`src/rtl/cl_sda_mstr_pkg.sv`:
```
// Shared definitions for the command-to-AXI-Lite master cl_sda_mstr.
//   state_t            : controller states
//   RESP_*             : AXI response codes
//   TIMEOUT_CYCLES_DEF : default transaction timeout in clock cycles
package cl_sda_mstr_pkg;

  typedef enum logic [2:0] {
    IDLE,
    WR,
    WR_RESP,
    RD_ADDR,
    RD_DATA,
    RSP,
    DRAIN
  } state_t;

  localparam logic [1:0] RESP_OKAY   = 2'b00;
  localparam logic [1:0] RESP_EXOKAY = 2'b01;
  localparam logic [1:0] RESP_SLVERR = 2'b10;
  localparam logic [1:0] RESP_DECERR = 2'b11;

  localparam int unsigned TIMEOUT_CYCLES_DEF = 1024;

endpackage

```
`src/rtl/axi_bus_t.sv`:
```
// AXI-Lite bus bundle (32-bit address and data).
//   modport slave  : the initiator-side view (drives AW/W/AR and B/R readies);
//                    it is the modport cl_sda_mstr plugs into.
//   modport target : the responder-side view.
interface axi_bus_t;

  logic [31:0] awaddr;
  logic [2:0]  awprot;
  logic        awvalid;
  logic        awready;
  logic [31:0] wdata;
  logic [3:0]  wstrb;
  logic        wvalid;
  logic        wready;
  logic [1:0]  bresp;
  logic        bvalid;
  logic        bready;
  logic [31:0] araddr;
  logic [2:0]  arprot;
  logic        arvalid;
  logic        arready;
  logic [31:0] rdata;
  logic [1:0]  rresp;
  logic        rvalid;
  logic        rready;

  modport slave (
    output awaddr, awprot, awvalid, wdata, wstrb, wvalid, bready,
           araddr, arprot, arvalid, rready,
    input  awready, wready, bresp, bvalid, arready, rdata, rresp, rvalid
  );

  modport target (
    input  awaddr, awprot, awvalid, wdata, wstrb, wvalid, bready,
           araddr, arprot, arvalid, rready,
    output awready, wready, bresp, bvalid, arready, rdata, rresp, rvalid
  );

endinterface

```
`src/rtl/cl_sda_mstr.sv`:
```
// Single-outstanding command to AXI-Lite master with timeout and error count.
//   aclk, aresetn            : clock, asynchronous active-low reset
//   cmd_valid/cmd_ready      : command handshake (ready only while idle)
//   cmd_wr/addr/wdata/wstrb  : command fields (wdata/wstrb ignored on reads)
//   rsp_valid/rsp_ready      : completion handshake
//   rsp_rdata/resp/timeout   : completion fields
//   m_axil                   : AXI-Lite initiator port
//   err_cnt                  : saturating count of error/timeout completions
module cl_sda_mstr
  import cl_sda_mstr_pkg::*;
#(
  parameter int unsigned TIMEOUT_CYCLES = TIMEOUT_CYCLES_DEF,
  parameter int unsigned ERR_CNT_W      = 16
) (
  input  logic                 aclk,
  input  logic                 aresetn,
  input  logic                 cmd_valid,
  output logic                 cmd_ready,
  input  logic                 cmd_wr,
  input  logic [31:0]          cmd_addr,
  input  logic [31:0]          cmd_wdata,
  input  logic [3:0]           cmd_wstrb,
  output logic                 rsp_valid,
  input  logic                 rsp_ready,
  output logic [31:0]          rsp_rdata,
  output logic [1:0]           rsp_resp,
  output logic                 rsp_timeout,
  axi_bus_t.slave              m_axil,
  output logic [ERR_CNT_W-1:0] err_cnt
);

  localparam int unsigned TW = $clog2(TIMEOUT_CYCLES + 1);
  localparam logic [TW-1:0] T_LAST = TW'(TIMEOUT_CYCLES - 1);

  state_t        state;
  logic [31:0]   addr_q;
  logic [31:0]   wdata_q;
  logic [3:0]    wstrb_q;
  logic          is_wr;
  logic          awvalid_q, wvalid_q, arvalid_q;
  logic          bready_q, rready_q;
  logic          resp_pend;   // B or R response of this transaction not yet taken
  logic [TW-1:0] tcnt;

  logic aw_hs, w_hs, ar_hs, b_hs, r_hs;
  logic aw_left, w_left, ar_left, resp_left;
  logic busy_after, expired;

  assign m_axil.awaddr  = addr_q;
  assign m_axil.awprot  = '0;
  assign m_axil.awvalid = awvalid_q;
  assign m_axil.wdata   = wdata_q;
  assign m_axil.wstrb   = wstrb_q;
  assign m_axil.wvalid  = wvalid_q;
  assign m_axil.bready  = bready_q;
  assign m_axil.araddr  = addr_q;
  assign m_axil.arprot  = '0;
  assign m_axil.arvalid = arvalid_q;
  assign m_axil.rready  = rready_q;

  always_comb begin
    aw_hs = awvalid_q & m_axil.awready;
    w_hs  = wvalid_q  & m_axil.wready;
    ar_hs = arvalid_q & m_axil.arready;
    b_hs  = bready_q  & m_axil.bvalid;
    r_hs  = rready_q  & m_axil.rvalid;
    // What is still owed to/by the slave after this cycle's edge
    aw_left    = awvalid_q & ~m_axil.awready;
    w_left     = wvalid_q  & ~m_axil.wready;
    ar_left    = arvalid_q & ~m_axil.arready;
    resp_left  = resp_pend & ~(b_hs | r_hs);
    busy_after = aw_left | w_left | ar_left | resp_left;
    expired    = (tcnt == T_LAST);
  end

  always_ff @(posedge aclk or negedge aresetn) begin
    if (!aresetn) begin
      state       <= IDLE;
      cmd_ready   <= 1'b0;
      addr_q      <= '0;
      wdata_q     <= '0;
      wstrb_q     <= '0;
      is_wr       <= 1'b0;
      awvalid_q   <= 1'b0;
      wvalid_q    <= 1'b0;
      arvalid_q   <= 1'b0;
      bready_q    <= 1'b0;
      rready_q    <= 1'b0;
      resp_pend   <= 1'b0;
      tcnt        <= '0;
      rsp_valid   <= 1'b0;
      rsp_rdata   <= '0;
      rsp_resp    <= '0;
      rsp_timeout <= 1'b0;
      err_cnt     <= '0;
    end else begin
      if (state inside {WR, WR_RESP, RD_ADDR, RD_DATA})
        tcnt <= tcnt + 1'b1;

      // Valids drop the cycle after their own handshake in every state,
      // so a timeout never disturbs a pending AXI request.
      if (aw_hs) awvalid_q <= 1'b0;
      if (w_hs)  wvalid_q  <= 1'b0;
      if (ar_hs) arvalid_q <= 1'b0;
      if (b_hs | r_hs) resp_pend <= 1'b0;

      case (state)
        IDLE: begin
          if (cmd_valid && cmd_ready) begin
            cmd_ready <= 1'b0;
            addr_q    <= cmd_addr;
            wdata_q   <= cmd_wdata;
            wstrb_q   <= cmd_wstrb;
            is_wr     <= cmd_wr;
            tcnt      <= '0;
            resp_pend <= 1'b1;
            if (cmd_wr) begin
              awvalid_q <= 1'b1;
              wvalid_q  <= 1'b1;
              state     <= WR;
            end else begin
              arvalid_q <= 1'b1;
              state     <= RD_ADDR;
            end
          end else begin
            cmd_ready <= 1'b1;
          end
        end

        WR: begin
          if (expired) begin
            state       <= RSP;
            rsp_valid   <= 1'b1;
            rsp_timeout <= 1'b1;
            rsp_resp    <= RESP_SLVERR;
            rsp_rdata   <= '0;
            if (err_cnt != '1) err_cnt <= err_cnt + 1'b1;
          end else if (!aw_left && !w_left) begin
            state    <= WR_RESP;
            bready_q <= 1'b1;
          end
        end

        WR_RESP: begin
          // A response in the expiry cycle takes precedence over the timeout
          if (b_hs) begin
            state       <= RSP;
            bready_q    <= 1'b0;
            rsp_valid   <= 1'b1;
            rsp_timeout <= 1'b0;
            rsp_resp    <= m_axil.bresp;
            rsp_rdata   <= '0;
            if (m_axil.bresp != RESP_OKAY && err_cnt != '1) err_cnt <= err_cnt + 1'b1;
          end else if (expired) begin
            state       <= RSP;
            bready_q    <= 1'b0;
            rsp_valid   <= 1'b1;
            rsp_timeout <= 1'b1;
            rsp_resp    <= RESP_SLVERR;
            rsp_rdata   <= '0;
            if (err_cnt != '1) err_cnt <= err_cnt + 1'b1;
          end
        end

        RD_ADDR: begin
          if (expired) begin
            state       <= RSP;
            rsp_valid   <= 1'b1;
            rsp_timeout <= 1'b1;
            rsp_resp    <= RESP_SLVERR;
            rsp_rdata   <= '0;
            if (err_cnt != '1) err_cnt <= err_cnt + 1'b1;
          end else if (ar_hs) begin
            state    <= RD_DATA;
            rready_q <= 1'b1;
          end
        end

        RD_DATA: begin
          if (r_hs) begin
            state       <= RSP;
            rready_q    <= 1'b0;
            rsp_valid   <= 1'b1;
            rsp_timeout <= 1'b0;
            rsp_resp    <= m_axil.rresp;
            rsp_rdata   <= m_axil.rdata;
            if (m_axil.rresp != RESP_OKAY && err_cnt != '1) err_cnt <= err_cnt + 1'b1;
          end else if (expired) begin
            state       <= RSP;
            rready_q    <= 1'b0;
            rsp_valid   <= 1'b1;
            rsp_timeout <= 1'b1;
            rsp_resp    <= RESP_SLVERR;
            rsp_rdata   <= '0;
            if (err_cnt != '1) err_cnt <= err_cnt + 1'b1;
          end
        end

        RSP: begin
          if (rsp_ready) begin
            rsp_valid <= 1'b0;
            if (busy_after) begin
              state    <= DRAIN;
              bready_q <= is_wr & resp_pend;
              rready_q <= ~is_wr & resp_pend;
            end else begin
              state     <= IDLE;
              cmd_ready <= 1'b1;
            end
          end
        end

        DRAIN: begin
          // Late response is accepted and dropped; fields stay as reported
          if (!busy_after) begin
            state     <= IDLE;
            cmd_ready <= 1'b1;
            bready_q  <= 1'b0;
            rready_q  <= 1'b0;
          end
        end

        default: state <= IDLE;
      endcase
    end
  end

endmodule

```
`src/flat_wrapper.sv`:
```
// flat-port wrapper written by rule: the top's interface ports become plain ports
module cl_sda_mstr_flat import cl_sda_mstr_pkg::*;
#(
  parameter int unsigned TIMEOUT_CYCLES = TIMEOUT_CYCLES_DEF,
  parameter int unsigned ERR_CNT_W      = 16
)
  (aclk, aresetn, cmd_valid, cmd_ready, cmd_wr, cmd_addr, cmd_wdata, cmd_wstrb, rsp_valid, rsp_ready, rsp_rdata, rsp_resp, rsp_timeout, err_cnt, m_axil_awaddr, m_axil_awprot, m_axil_awvalid, m_axil_wdata, m_axil_wstrb, m_axil_wvalid, m_axil_bready, m_axil_araddr, m_axil_arprot, m_axil_arvalid, m_axil_rready, m_axil_awready, m_axil_wready, m_axil_bresp, m_axil_bvalid, m_axil_arready, m_axil_rdata, m_axil_rresp, m_axil_rvalid);
  axi_bus_t m_axil_i ();
  input  logic aclk;
  input  logic aresetn;
  input  logic cmd_valid;
  output logic cmd_ready;
  input  logic cmd_wr;
  input  logic [31:0] cmd_addr;
  input  logic [31:0] cmd_wdata;
  input  logic [3:0] cmd_wstrb;
  output logic rsp_valid;
  input  logic rsp_ready;
  output logic [31:0] rsp_rdata;
  output logic [1:0] rsp_resp;
  output logic rsp_timeout;
  output logic [ERR_CNT_W-1:0] err_cnt;
  output wire logic [$bits(m_axil_i.awaddr)-1:0] m_axil_awaddr;
  output wire logic [$bits(m_axil_i.awprot)-1:0] m_axil_awprot;
  output wire logic [$bits(m_axil_i.awvalid)-1:0] m_axil_awvalid;
  output wire logic [$bits(m_axil_i.wdata)-1:0] m_axil_wdata;
  output wire logic [$bits(m_axil_i.wstrb)-1:0] m_axil_wstrb;
  output wire logic [$bits(m_axil_i.wvalid)-1:0] m_axil_wvalid;
  output wire logic [$bits(m_axil_i.bready)-1:0] m_axil_bready;
  output wire logic [$bits(m_axil_i.araddr)-1:0] m_axil_araddr;
  output wire logic [$bits(m_axil_i.arprot)-1:0] m_axil_arprot;
  output wire logic [$bits(m_axil_i.arvalid)-1:0] m_axil_arvalid;
  output wire logic [$bits(m_axil_i.rready)-1:0] m_axil_rready;
  input wire logic [$bits(m_axil_i.awready)-1:0] m_axil_awready;
  input wire logic [$bits(m_axil_i.wready)-1:0] m_axil_wready;
  input wire logic [$bits(m_axil_i.bresp)-1:0] m_axil_bresp;
  input wire logic [$bits(m_axil_i.bvalid)-1:0] m_axil_bvalid;
  input wire logic [$bits(m_axil_i.arready)-1:0] m_axil_arready;
  input wire logic [$bits(m_axil_i.rdata)-1:0] m_axil_rdata;
  input wire logic [$bits(m_axil_i.rresp)-1:0] m_axil_rresp;
  input wire logic [$bits(m_axil_i.rvalid)-1:0] m_axil_rvalid;
  assign m_axil_awaddr = m_axil_i.awaddr;
  assign m_axil_awprot = m_axil_i.awprot;
  assign m_axil_awvalid = m_axil_i.awvalid;
  assign m_axil_wdata = m_axil_i.wdata;
  assign m_axil_wstrb = m_axil_i.wstrb;
  assign m_axil_wvalid = m_axil_i.wvalid;
  assign m_axil_bready = m_axil_i.bready;
  assign m_axil_araddr = m_axil_i.araddr;
  assign m_axil_arprot = m_axil_i.arprot;
  assign m_axil_arvalid = m_axil_i.arvalid;
  assign m_axil_rready = m_axil_i.rready;
  assign m_axil_i.awready = m_axil_awready;
  assign m_axil_i.wready = m_axil_wready;
  assign m_axil_i.bresp = m_axil_bresp;
  assign m_axil_i.bvalid = m_axil_bvalid;
  assign m_axil_i.arready = m_axil_arready;
  assign m_axil_i.rdata = m_axil_rdata;
  assign m_axil_i.rresp = m_axil_rresp;
  assign m_axil_i.rvalid = m_axil_rvalid;
  cl_sda_mstr #(.TIMEOUT_CYCLES(TIMEOUT_CYCLES), .ERR_CNT_W(ERR_CNT_W)) u_core (.aclk(aclk), .aresetn(aresetn), .cmd_valid(cmd_valid), .cmd_ready(cmd_ready), .cmd_wr(cmd_wr), .cmd_addr(cmd_addr), .cmd_wdata(cmd_wdata), .cmd_wstrb(cmd_wstrb), .rsp_valid(rsp_valid), .rsp_ready(rsp_ready), .rsp_rdata(rsp_rdata), .rsp_resp(rsp_resp), .rsp_timeout(rsp_timeout), .m_axil(m_axil_i), .err_cnt(err_cnt));
endmodule
```
`config.mk`:
```
export PLATFORM = sky130hd
export DESIGN_NAME = cl_sda_mstr_flat
export DESIGN_NICKNAME = d
export VERILOG_FILES = /design/src/rtl/cl_sda_mstr_pkg.sv /design/src/rtl/axi_bus_t.sv /design/src/rtl/cl_sda_mstr.sv /design/src/flat_wrapper.sv
export SDC_FILE = /design/constraint.sdc
export NUM_CORES = 1
export LEC_CHECK = 0
export ABC_CLOCK_PERIOD_IN_PS = 3000
export BUFFER_PORTS_ARGS = -buffer_cell sky130_fd_sc_hd__buf_2
export CORE_MARGIN = 2
export CORE_UTILIZATION = 40
export DETAILED_ROUTE_END_ITERATION = 12
export GPL_ROUTABILITY_DRIVEN = 0
export HOLD_SLACK_MARGIN = 0.12
export PLACE_DENSITY_LB_ADDON = 0.08
export SYNTH_ARGS = -nofsm -noshare
export SYNTH_HDL_FRONTEND = slang
export SYNTH_SLANG_ARGS = --single-unit
```
`constraint.sdc`:
```
create_clock -name aclk -period 3 [get_ports aclk]
set_input_delay 0.6 -clock aclk [delete_from_list [all_inputs] [get_ports aclk]]
set_output_delay 0.6 -clock aclk [all_outputs]
set_load 0.02 [all_outputs]
```
==> impl_metrics.py, run 1 <==
metrics = {
    "worst_setup_path": {
        "worst_path_most_repeated_cell": "nor3_4",
        "r2r_cells": 6,
        "cp_top_family": "simple AND/OR/NAND/NOR gates",
        "crit_type": "flip-flop to flip-flop",
        "cp_data_required_time_ns": 3.35,
        "r2r-end": "u_core.rsp_rdata[20]",
        "end_kind": "flip-flop",
        "cpPeakStageDelay_ns": 1.02,
        "cp.arrival_ns": 2.97,
        "cp_slowest_cell": "nor3_4",
        "crit_path_max_fanout": 34,
        "r2r_setup_slack_ns": 0.38,
        "cp_num_buf_inv": 0,
        "start_kind": "flip-flop",
        "regToRegStartpoint": "u_core.state[1]",
        "crit_chain": "nor3_1, or2_4, or3_4, nor3_4, nor3_4, a22o_1",
    },
    "floorplanning": {
        "die-width_microns": 130,
        "fp.coreArea_sq_um": 15800,
        "initial_core_util": 0.405,
        "dieArea_sq_um": 17000,
        "die_y_microns": 130,
        "io_pins": 278,
        "num_rows": 46,
    },
    "global_routing": {
        "grt_pass1_wl_mm": 25.5,
        "overflow": 0,
        "grtUsageTotal": 0.191,
        "grt_max_degree": 80,
        "grt_pass1_vias": 5303,
        "grt_antenna_before_repair": 0,
    },
    "timing": {
        "final-setup-viol-count": 0,
        "max_freq_ghz": 0.381,
        "timing.slew.headroom": 0.152,
        "fin_crit_ns": 2.62,
        "drv_slew": 0,
        "hold-worst-slack_ns": 0.161,
        "finalHoldViolCount": 0,
        "fin_skew_ns": 0.0138,
        "grt_setup_unrepaired": "no",
        "setup_ws_ns": 0.379,
        "tns_ns": 0,
        "post-route-period-util": 0.874,
        "worst_pin_slew_ns": 1.27,
    },
    "power": {
        "vdd_drop_max_mv": 0.497,
        "power.net_switching_mw": 3.91,
        "power_mw": 9.24,
        "switching_share": 0.423,
        "clkPwrFrac": 0.227,
        "p_int_mw": 5.33,
        "combPwrFrac": 0.430,
        "seqPwrFrac": 0.343,
        "power.density_nw_per_um2": 1110,
        "p_leak_nw": 4.56,
    },
    "detailed_routing": {
        "wl_per_cell_microns": 14.5,
        "ant_nets": 0,
        "wl_mm": 16.3,
        "vias": 5391,
        "via_per_inst": 4.81,
        "drt_iter0_drc": 187,
        "drc": 0,
        "first_pass_iters": 4,
    },
    "synthesis": {
        "synth_most_common_cell": "nand2_1",
        "async_flop_share": 1.00,
        "yosys.cell_types.count": 60,
        "synth_ff_type": "dfrtp_1",
        "synth-edff-count": 0,
        "ys_seq_area_frac": 0.557,
        "synth.avg_cell_area_sq_um": 9.75,
        "yosys_warnings": 0,
        "synthesis.instances": 655,
        "syn_area_sq_um": 6380,
        "yosysTopAreaCell": "dfrtp_1",
        "synth.cells.most_frequent": "235 x nand2_1, 142 x dfrtp_1, 41 x buf_4, 34 x a22o_1, 26 x nor2_1",
        "synth-seq-cells": 142,
        "netlist_top_cells_area": "dfrtp_1 56%, nand2_1 14%, buf_4 4.8%",
        "synth_top_area_frac": 0.557,
    },
    "cells_and_area": {
        "nets": 1007,
        "syn_to_final_growth_pct": 30.2,
        "instances_no_fill": 1120,
        "diodes": 0,
        "post-route-util": 0.527,
        "final_area_sq_um": 8310,
        "drive_gt1_frac": 0.366,
    },
    "place": {
        "post-place-cells": 1088,
        "dp_hpwl_mm": 11.5,
        "place_worst_setup_slack_ns": 0.421,
        "portBuffers": 271,
        "dpl_cell_area_sq_um": 7720,
    },
    "clock_network": {
        "clock_latency_ns": 0.42,
        "cts_made_buffers": 17,
        "cts_setup_buffers": 0,
        "ctsResizeCount": 0,
        "ctsHoldBuffers": 0,
        "clk_path_buf_depth": 2,
        "cts.reportedPaths.clkPinSlew_ns": 0.06,
        "cts.sinks": 142,
        "clock-root-buffer": "clkbuf_16",
        "cts_tree": "done",
        "htree_num_levels": 4,
    },
    "worst_hold_path": {
        "hold_path_class": "primary input to async pin",
    },
    "job": {
        "cap_viol_max_count": 0,
    },
    "outcome": {
        "status": "completed",
    },
}
==> area by class of cell <==
class                      instances  area [sq um]
clock buffer                      20           457
clock inverter                    12           133
fill                            1510          7460
inverter                           9          33.8
multi-input combinational        440          2380
sequential                       142          3550
tap                              216           270
timing repair buffer             281          1490
==> worst max path at each step <==
| stage | from | end | slack, ns | cells past startpoint |
|---|---|---|---|---|
| after floorplan | u_core.err_cnt[0] | u_core.err_cnt[10] | 0.77 | 7 |
| after global placement | u_core.state[0] | u_core.rsp_rdata[7] | 0.50 | 6 |
| after detailed placement | u_core.state[0] | u_core.rsp_rdata[6] | 0.42 | 6 |
| after CTS | u_core.state[0] | u_core.rsp_rdata[23] | 0.41 | 6 |
| after global routing | u_core.state[1] | u_core.rsp_rdata[8] | 0.13 | 6 |
| final | u_core.state[1] | u_core.rsp_rdata[20] | 0.38 | 6 |
==> power by group through the flow <==
stage | registers, mW | logic [mW] | clock network [mW]
2_1_floorplan | 4.01 | 2.04 | 0
3_3_place_gp | 3.18 | 3.95 | 0
3_5_place_dp | 3.19 | 4.01 | 0
4_1_cts | 3.18 | 4.01 | 2.14
5_1_grt | 3.28 | 4.37 | 2.24
6_report | 3.17 | 3.97 | 2.09
==> cell families after synthesis <==
group                    count (synthesis)  share of synthesized area
AND/OR/NAND/NOR                        319                      0.218
other                                    1                   0.000587
adder cells (fa/ha/maj)                  2                    0.00392
XOR/XNOR                                18                     0.0247
flip-flops                             142                      0.557
multiplexers                             3                    0.00509
buffers and inverters                   78                     0.0758
AO/OA/AOI/OAI                           92                      0.115
==> sequential cells by signal, summed over array words and instances (netlist names), 2 cells and up <==
name,flops
u_core.err_cnt,16
u_core.m_axil.araddr,32
u_core.m_axil.wdata,32
u_core.m_axil.wstrb,4
u_core.rsp_rdata,32
u_core.rsp_resp,2
u_core.state,3
u_core.tcnt,11
==> layer usage <==
layer,global-route usage,up-vias,part of all wire
li1,-,2623,-
met1,0.240,2506,0.43
met2,0.299,243,0.46
met3,0.0726,19,0.099
met4,0.0745,0,0.015
met5,0,-,0
==> placed cells by master (no fill, tap or decap), drive strengths merged, types with 4 or more instances in the layout <==
master / Yosys / final
a21oi: 9 / 9
a22o: 34 / 34
and3: 4 / 4
buf: 47 / 281
clkbuf: 22 / 20
clkinv: 0 / 4
conb: 1 / 6
dfrtp: 142 / 142
inv: 9 / 12
nand2: 235 / 235
nand2b: 4 / 4
nand3: 11 / 11
nand4: 9 / 9
nor2: 26 / 26
nor3: 10 / 10
nor4: 5 / 5
o21a: 5 / 5
o21ai: 16 / 16
xnor2: 7 / 7
xor2: 11 / 11
Note: power is estimated with default switching activity, not from simulation.
==> inputs of run 2 (changes only) <==
--- a/config.mk
+++ b/config.mk
@@ -5,7 +5,7 @@
 export SDC_FILE = /design/constraint.sdc
 export NUM_CORES = 1
 export LEC_CHECK = 0
-export ABC_CLOCK_PERIOD_IN_PS = 3000
+export ABC_CLOCK_PERIOD_IN_PS = 2500
 export BUFFER_PORTS_ARGS = -buffer_cell sky130_fd_sc_hd__buf_2
 export CORE_MARGIN = 2
 export CORE_UTILIZATION = 40
@@ -13,6 +13,7 @@
 export GPL_ROUTABILITY_DRIVEN = 0
 export HOLD_SLACK_MARGIN = 0.12
 export PLACE_DENSITY_LB_ADDON = 0.08
+export SLEW_MARGIN = 5
 export SYNTH_ARGS = -nofsm -noshare
 export SYNTH_HDL_FRONTEND = slang
 export SYNTH_SLANG_ARGS = --single-unit
==> constraint.sdc (replaced) <==
create_clock -name aclk -period 2.5 [get_ports aclk]
set_input_delay 0.5 -clock aclk [delete_from_list [all_inputs] [get_ports aclk]]
set_output_delay 0.5 -clock aclk [all_outputs]
set_load 0.02 [all_outputs]
==> run 2 against run 1 <==
  * Combinational power grew 21%
  * Largest power group unchanged
  * Flip-flop and latch count unchanged
  * Setup slack worse by 0.22 ns
  * Critical endpoint is now u_core.err_cnt[1]
  * Sequential share of layout area is 0.54 points lower
  * Sequential power increased by 21%
  * Final area grew 1.3%
==> impl_metrics.py, run 2 (same netlist as run 1, synthesis figures left out) <==
metrics = {
    "worst_setup_path": {
        "crit_chain": "buf_4, or2b_1, o2111a_1, or2_1, o211ai_4, mux2_1",
        "regToRegStartpoint": "u_core.state[0]",
        "crit_path_max_fanout": 17,
        "r2r-end": "u_core.err_cnt[1]",
        "crit_type": "flip-flop to flip-flop",
        "r2r_setup_slack_ns": 0.16,
        "end_kind": "flip-flop",
        "cp_num_buf_inv": 1,
        "cp_slowest_cell": "dfrtp_1",
        "r2r_cells": 6,
        "cp.arrival_ns": 2.64,
        "cpPeakStageDelay_ns": 0.48,
        "crit_cells": 6,
        "start_kind": "flip-flop",
        "cp_top_family": "simple AND/OR/NAND/NOR gates",
        "cp_data_required_time_ns": 2.80,
    },
    "clock_network": {
        "cts_made_buffers": 17,
        "cts.sinks": 142,
        "clock_latency_ns": 0.42,
        "cts.reportedPaths.clkPinSlew_ns": 0.06,
        "cts_tree": "done",
        "clk_path_buf_depth": 2,
        "clock-root-buffer": "clkbuf_16",
        "cts_setup_buffers": 0,
        "htree_num_levels": 4,
    },
    "global_routing": {
        "grt_pass1_wl_mm": 25.6,
        "grt_max_degree": 70,
        "grt_antenna_before_repair": 0,
        "overflow": 0,
        "grtUsageTotal": 0.193,
        "grt_pass1_vias": 5234,
    },
    "job": {
        "cap_viol_max_count": 0,
    },
    "place": {
        "portBuffers": 271,
        "place_worst_setup_slack_ns": 0.0136,
        "dpl_cell_area_sq_um": 7740,
        "dp_hpwl_mm": 11.7,
        "post-place-cells": 1092,
    },
    "timing": {
        "grt_setup_unrepaired": "no",
        "finalHoldViolCount": 0,
        "fin_skew_ns": 0.00843,
        "hold-worst-slack_ns": 0.262,
        "worst_pin_slew_ns": 0.564,
        "fin_crit_ns": 2.34,
        "drv_slew": 0,
        "max_freq_ghz": 0.428,
        "timing.slew.headroom": 0.624,
        "final-setup-viol-count": 0,
        "setup_ws_ns": 0.161,
        "post-route-period-util": 0.935,
        "tns_ns": 0,
    },
    "cells_and_area": {
        "syn_to_final_growth_pct": 31.9,
        "multiInputGateArea_sq_um": 2390,
        "final_common_cell": "buf_2",
        "final_area_sq_um": 8420,
        "post-route-util": 0.534,
        "drive_gt1_frac": 0.369,
        "nets": 1013,
        "fill_cells": 1496,
        "instances_no_fill": 1126,
        "final_cell_mix": "270 x buf_2, 235 x nand2_1, 142 x dfrtp_1",
        "diodes": 0,
        "regArea_sq_um": 3550,
    },
    "detailed_routing": {
        "drc": 0,
        "via_per_inst": 4.85,
        "wl_mm": 16.4,
        "ant_nets": 0,
        "wl_per_cell_microns": 14.5,
        "drt_iter0_drc": 237,
        "first_pass_iters": 4,
        "vias": 5459,
    },
    "floorplanning": {
        "fp.coreArea_sq_um": 15800,
        "die_y_microns": 130,
        "dieArea_sq_um": 17000,
        "num_rows": 46,
        "io_pins": 278,
        "die-width_microns": 130,
        "initial_core_util": 0.405,
    },
    "power": {
        "power_mw": 11.4,
        "power.density_nw_per_um2": 1350,
        "vdd_drop_max_mv": 0.639,
        "p_leak_nw": 4.62,
    },
    "worst_hold_path": {
        "hold_path_class": "primary input to flip-flop",
        "holdPathStages": 3,
        "hold-path-endpoint": "u_core.m_axil.araddr[24]",
        "hp-start": "cmd_addr[24]",
    },
    "outcome": {
        "status": "completed",
    },
}
[run 2: cell count changes in the layout (fill, tap and decap cells not counted), moves of 2 or more]
cell / before / now
clkinv_4: 1 / 3
inv_6: 3 / 1
clkbuf_8: 2 / 0
buf_4: 6 / 11
bufinv_16: 2 / 5
[run 2: worst min-delay path, cell delays in order]
cell and delay, ns:
buf_2 0.07, nand2_1 0.04, nand2_1 0.04
[run 2: cell type report]
class | instances | area share
sequential | 142 | 0.422
timing repair buffer | 287 | 0.182
clock buffer | 18 | 0.0510
inverter | 9 | 0.00401
multi-input combinational | 440 | 0.284
tap | 216 | 0.0321
clock inverter | 14 | 0.0256
[run 2: worst max-delay path by stage]
stage                                      end         startpoint  slack, ns
after floorplan             u_core.err_cnt[10]  u_core.err_cnt[0]       0.27
after global placement    u_core.rsp_rdata[18]    u_core.state[2]       0.09
after detailed placement  u_core.rsp_rdata[15]    u_core.state[2]       0.01
after CTS                 u_core.rsp_rdata[15]    u_core.state[2]       0.05
after global routing      u_core.rsp_rdata[15]    u_core.state[1]       0.06
final                        u_core.err_cnt[1]    u_core.state[0]       0.16
[run 2: metal layers]
| layer | GRT usage | vias to the layer above | part of all wire |
|---|---|---|---|
| met1 | 0.239 | 2582 | 0.41 |
| met5 | 0 | - | 0 |
| met4 | 0.0776 | 0 | 0.013 |
| met2 | 0.307 | 229 | 0.48 |
| li1 | - | 2631 | - |
| met3 | 0.0701 | 17 | 0.094 |
[run 2: power by group]
group	switching [mW]	internal [mW]	total [mW]	leakage [nW]
Sequential	0.625	3.22	3.84	1.81
Combinational	3.11	1.69	4.80	2.49
Clock	0.992	1.77	2.76	0.310
[run 2: repair_timing]
item,CTS,global route
endpoints found under the setup margin,5,1
hold endpoints to repair,48,0
resized for setup,0,1
pin swaps,1,0
hold buffers,1,0
